===== src/rtl/loteria_n.sv =====
`default_nettype none
// ============================================================================
//  Module   : loteria_n
//  Purpose  : Parametrised lottery ticket checker. Collects BCD digits with
//             undo support, grades positional matches against SECRET into
//             prize tiers, and drives active-low 7-segment patterns.
//  Revision : 1.0  initial release
// ============================================================================
module loteria_n #(
    parameter int                    N_DIGITS = 5,
    parameter logic [4*N_DIGITS-1:0] SECRET   = 20'h50967,
    parameter int                    N_PRIZES = 2
) (
    input  logic                    clk,
    input  logic                    reset,
    input  logic [3:0]              num,
    input  logic                    insert,
    input  logic                    undo,
    input  logic                    finish,
    output logic [1:0]              state_o,
    output logic [3:0]              count_o,
    output logic [3:0]              matches_o,
    output logic [3:0]              prize_o,
    output logic                    win,
    output logic                    err,
    output logic [7*N_DIGITS-1:0]   hex_digits,
    output logic [6:0]              hex_prize
);

    typedef enum logic [1:0] {
        ST_ENTRY  = 2'd0,
        ST_READY  = 2'd1,
        ST_CHECK  = 2'd2,
        ST_RESULT = 2'd3
    } state_t;

    localparam logic [3:0] C_N_DIGITS = 4'(N_DIGITS);
    localparam logic [3:0] C_N_PRIZES = 4'(N_PRIZES);
    localparam logic [6:0] C_DASH     = 7'b0111111;

    function automatic logic [6:0] seg7(input logic [3:0] d);
        case (d)
            4'd0:    seg7 = 7'b1000000;
            4'd1:    seg7 = 7'b1111001;
            4'd2:    seg7 = 7'b0100100;
            4'd3:    seg7 = 7'b0110000;
            4'd4:    seg7 = 7'b0011001;
            4'd5:    seg7 = 7'b0010010;
            4'd6:    seg7 = 7'b0000010;
            4'd7:    seg7 = 7'b1111000;
            4'd8:    seg7 = 7'b0000000;
            4'd9:    seg7 = 7'b0010000;
            default: seg7 = C_DASH;
        endcase
    endfunction

    state_t                     state_q, state_d;
    logic [3:0]                 count_q, count_d;
    logic [3:0]                 matches_q, matches_d;
    logic [3:0]                 prize_q, prize_d;
    logic                       win_q, win_d;
    logic                       err_q, err_d;
    logic [N_DIGITS-1:0][3:0]   digit_q, digit_d;
    logic [N_DIGITS-1:0]        flag_q, flag_d;
    logic                       insert_q, insert_d;
    logic                       undo_q, undo_d;
    logic                       finish_q, finish_d;

    logic                       w_undo_ev, w_insert_ev, w_finish_ev, w_num_ok;
    logic [3:0]                 w_pop, w_miss, w_prize;

    // Strict priority: a higher-priority event masks the lower ones that cycle
    assign w_undo_ev   = undo & ~undo_q;
    assign w_insert_ev = insert & ~insert_q & ~w_undo_ev;
    assign w_finish_ev = finish & ~finish_q & ~w_undo_ev & ~w_insert_ev;
    assign w_num_ok    = (num <= 4'd9);

    always_comb begin
        w_pop = '0;
        for (int i = 0; i < N_DIGITS; i++) begin
            w_pop = w_pop + {3'b000, flag_q[i]};
        end
    end

    assign w_miss  = C_N_DIGITS - w_pop;
    assign w_prize = (w_miss < C_N_PRIZES) ? w_miss + 4'd1 : 4'd0;

    always_comb begin
        state_d   = state_q;
        count_d   = count_q;
        matches_d = matches_q;
        prize_d   = prize_q;
        win_d     = win_q;
        err_d     = 1'b0;
        digit_d   = digit_q;
        flag_d    = flag_q;
        insert_d  = insert;
        undo_d    = undo;
        finish_d  = finish;

        if (state_q == ST_CHECK) begin
            matches_d = w_pop;
            prize_d   = w_prize;
            win_d     = (w_prize != 4'd0);
            state_d   = ST_RESULT;
        end else if (w_undo_ev) begin
            if (state_q != ST_RESULT && count_q != 4'd0) begin
                for (int i = 0; i < N_DIGITS; i++) begin
                    if (count_q == 4'(i + 1)) begin
                        flag_d[i] = 1'b0;
                    end
                end
                count_d = count_q - 4'd1;
                state_d = ST_ENTRY;
            end
        end else if (w_insert_ev) begin
            if (!w_num_ok) begin
                err_d = 1'b1;
            end else if (state_q == ST_ENTRY) begin
                for (int i = 0; i < N_DIGITS; i++) begin
                    if (count_q == 4'(i)) begin
                        digit_d[i] = num;
                        flag_d[i]  = (num == SECRET[4*(N_DIGITS-1-i) +: 4]);
                    end
                end
                count_d = count_q + 4'd1;
                if (count_q + 4'd1 == C_N_DIGITS) begin
                    state_d = ST_READY;
                end
            end else if (state_q == ST_RESULT) begin
                // Start a fresh ticket with this digit in position 0
                flag_d     = '0;
                flag_d[0]  = (num == SECRET[4*N_DIGITS-1 -: 4]);
                digit_d[0] = num;
                count_d    = 4'd1;
                matches_d  = 4'd0;
                prize_d    = 4'd0;
                win_d      = 1'b0;
                state_d    = (N_DIGITS == 1) ? ST_READY : ST_ENTRY;
            end
        end else if (w_finish_ev && state_q == ST_READY) begin
            state_d = ST_CHECK;
        end
    end

    always_ff @(posedge clk or negedge reset) begin
        if (!reset) begin
            state_q   <= ST_ENTRY;
            count_q   <= 4'd0;
            matches_q <= 4'd0;
            prize_q   <= 4'd0;
            win_q     <= 1'b0;
            err_q     <= 1'b0;
            digit_q   <= '0;
            flag_q    <= '0;
            insert_q  <= 1'b0;
            undo_q    <= 1'b0;
            finish_q  <= 1'b0;
        end else begin
            state_q   <= state_d;
            count_q   <= count_d;
            matches_q <= matches_d;
            prize_q   <= prize_d;
            win_q     <= win_d;
            err_q     <= err_d;
            digit_q   <= digit_d;
            flag_q    <= flag_d;
            insert_q  <= insert_d;
            undo_q    <= undo_d;
            finish_q  <= finish_d;
        end
    end

    assign state_o   = state_q;
    assign count_o   = count_q;
    assign matches_o = matches_q;
    assign prize_o   = prize_q;
    assign win       = win_q;
    assign err       = err_q;
    assign hex_prize = seg7(prize_q);

    generate
        for (genvar i = 0; i < N_DIGITS; i++) begin : g_slot
            assign hex_digits[7*(N_DIGITS-i)-1 -: 7] =
                (count_q > 4'(i)) ? seg7(digit_q[i]) : C_DASH;
        end
    endgenerate

endmodule
`default_nettype wire

===== config.mk =====
export PLATFORM = sky130hd
export DESIGN_NAME = loteria_n
export DESIGN_NICKNAME = d
export VERILOG_FILES = /design/src/rtl/loteria_n.sv
export SDC_FILE = /design/constraint.sdc
export NUM_CORES = 1
export LEC_CHECK = 0
export CAP_MARGIN = 20
export CORE_ASPECT_RATIO = 1.4
export CORE_UTILIZATION = 50
export DETAILED_ROUTE_END_ITERATION = 10
export PLACE_DENSITY = 0.78
export SETUP_SLACK_MARGIN = 0.15
export SLEW_MARGIN = 10
export SYNTH_ARGS = -nofsm -noshare
export SYNTH_HDL_FRONTEND = slang
export SYNTH_SLANG_ARGS = --single-unit

===== constraint.sdc =====
create_clock -name clk -period 4.4 [get_ports clk]
set_input_delay 0.44 -clock clk [delete_from_list [all_inputs] [get_ports clk]]
set_output_delay 0.44 -clock clk [all_outputs]
set_load 0.03 [all_outputs]

==> run metrics <==
status=complete, but fails checks; failing checks=DRC; DRC violations left=5; Post-synth EDFFs=0; Synth Cell Area=3351 sq um; dominant cells by area after synthesis=dfrtp_1, ha_1, mux2_2; leakage=0.001828 uW; drt first-iter violations=133; Yosys cell types=47; Avg Cell Area, Syn=between 8 and 9 sq um; synth cell count leaders=nand2_1, dfrtp_1, ha_1; final setup TNS=0 ns; Max clock buf depth=2; critical path class=reg -> out; Setup Fix Bufs, Post-CTS=0; initial antenna violation count=0; relative slew slack=0.3772; Inserted Diodes=0; Async SR Flop Fraction=1.000; Least-Margin Pin Slew=0.9342 ns; remaining antenna violation count=0; share of cells above drive strength 1=0.09469; slowest CP cell=clkdlybuf4s50_1; Post-Syn Instances=slightly below 400; PortBufs=between 60 and 70; yosys warns=0; CTS clock-pin slew for the worst setup and hold paths=0.09 ns; worst-path cell chain=inv_1, ha_1, nor3b_1, nor2_1, o21ai_0, clkdlybuf4s50_1; Root Buffer Master=clkbuf_8; Final min period=3.098 ns; Wirelength per Cell=approximately 15 um; Worst Setup Start Kind=register; First-pass DRT Iterations=8; Layout Skew=0.01086 ns; Mapped Nets=435; clock sink count=42; DR vias/cell=5.665; Synth area leader=dfrtp_1; Total Power=3304 uW; Hold Buf Count CTS=0; grt ovf=0; count leader, synth=nand2_1; Top delay family on crit path=buffers and inverters; WP buf/inv=2; CTS buffer count=5; core area=6339 sq um; RSZ-0062 raised after global routing=no; pin count of the biggest net entering global routing=43; initial core utilization=0.5286; layout filler cell count=547; gpl congestion=0.9480; final-report hold violation count=0; CTS resizes=0; std cell rows=34; CP Max Fanout=9; fmax=322.8 MHz; CP endpoint kind=output pin; post-route clock period utilization=0.7040; # Max-Cap Violations=0; Worst Hold Class=in -> async; Final setup viols=0; gr usage total=0.2255; required time of the worst setup path=3.96 ns; critical path arrival=2.66 ns; vias in the first global route=about 2,800; fin nets=480; CTS tree=built; Post-Route WL=7.399 mm; Peak VDD IR=approximately 0.65 mV; DIE AREA=about 7000 sq um; DIE HEIGHT=roughly 100 um; PwrDens=811.7 nW/um^2; Detail Placement HPWL=5.603 mm; Max Transition Viols Final=0; Clock Latency Late Sink=0.29 ns; sequential area share after synthesis=0.3137; Yosys top cell area share=0.3137; via count=2,861; Yosys reg bits=42; Synth Flop Type=dfrtp_1; htree depth=2; die width=71.19 um; IO Count=67; CP peak stage delay=between 0.6 and 0.7 ns; Layout area overhead=21.47%; first-pass GRT wire length=12.68 mm; Core Util, Final=0.6421
-- placed cells by master (no fill, tap or decap), types with 2 or more instances in the layout --
cell type,Yosys,layout
clkdlybuf4s50_1,0,64
nand2_1,45,45
dfrtp_1,42,42
ha_1,36,36
o21ai_0,34,34
inv_1,30,30
nor2_1,27,27
a21oi_1,25,25
mux2_2,20,20
nor2b_1,7,7
nor3_1,7,7
mux2i_1,6,6
nand2b_1,6,6
a22o_1,6,6
clkbuf_8,0,6
or2_2,5,5
o21a_1,5,5
o22ai_1,5,5
a31oi_1,5,5
or3_1,5,5
a211oi_1,4,4
mux2_4,4,4
nand4_1,3,3
a32o_1,3,3
o2111ai_1,3,3
nand3_1,3,3
fa_1,3,3
and2_1,2,2
nor3b_1,2,2
nand3b_1,2,2
nor4_1,2,2
bufinv_16,0,2
-- state kept, by name, summed over array words and instances, names as in the netlist --
| signal | flops |
|---|---|
| digit_q | 20 |
| flag_q | 5 |
| count_o | 4 |
| prize_o | 4 |
| matches_o | 3 |
| state_o | 2 |
| err | 1 |
| finish_q | 1 |
| insert_q | 1 |
| undo_q | 1 |
-- through the flow --
step	worst slack [ns]	cells	instance area (sq um)	hold slack, ns
CTS	1.304	505	4070	0.3077
detailed placement	1.305	497	3928	0.4924
global placement	1.402	497	3928	0.4959
floorplan	2.006	387	3351	0.1444
global route	1.088	505	4070	0.3564
finish	1.302	505	4070	0.2803
-- final cells by class --
type	count	area [sq um]	area share
clock buffers	6	82.58	0.02029
clock inverters	2	60.06	0.01476
inverters	30	112.6	0.02767
multi-input cells	288	2028	0.4983
flip-flops and latches	42	1051	0.2582
well taps	72	90.09	0.02213
repair buffers	65	645.6	0.1586
-- worst paths after layout --
path,slack [ns],cells after the start,endpoint,start
max in group asynchronous,3.53,1,digit_q[5],reset
worst min-delay path,0.28,1,prize_o[3],reset
worst min register to register,0.52,1,matches_o[1],matches_o[1]
worst max-delay path,1.30,6,hex_digits[28],count_o[1]
worst max register to register,1.72,5,flag_q[2],undo_q
min in group clk,0.52,1,matches_o[1],matches_o[1]
-- routing by layer --
layer | GRT usage | up-vias | part of all wire
met4 | 0.08000 | 0 | 0.017
met5 | 0 | - | 0
met1 | 0.2577 | 1358 | 0.40
li1 | - | 1415 | -
met2 | 0.4198 | 77 | 0.54
met3 | 0.03170 | 11 | 0.038
-- kinds of logic (layout without fill, tap and decap cells) --
logic type,Yosys count,after routing,share of synthesized area
simple gates,120,120,0.1706
flops,42,42,0.3137
xor+xnor,1,1,0.002614
mux,30,30,0.1031
compound gates,97,97,0.1755
other cells,1,1,0.001119
fa+ha+maj,39,39,0.1524
buf+inv,57,103,0.08103
-- report_power, final --
group / total [uW] / switching, uW / internal, uW
Combinational: 2250 / 1310 / 931
Sequential: 681 / 200 / 482
Clock: 377 / 134 / 242
-- worst reg2reg max path: cells and delay by family, from the launching register on --
kind	cells	cell delay (ns)
multiplexers	1	0.34
AND/OR/NAND/NOR	2	0.86
flip-flops	1	0.35
AO/OA/AOI/OAI	2	1.03
(Power assumes the default switching activity.)
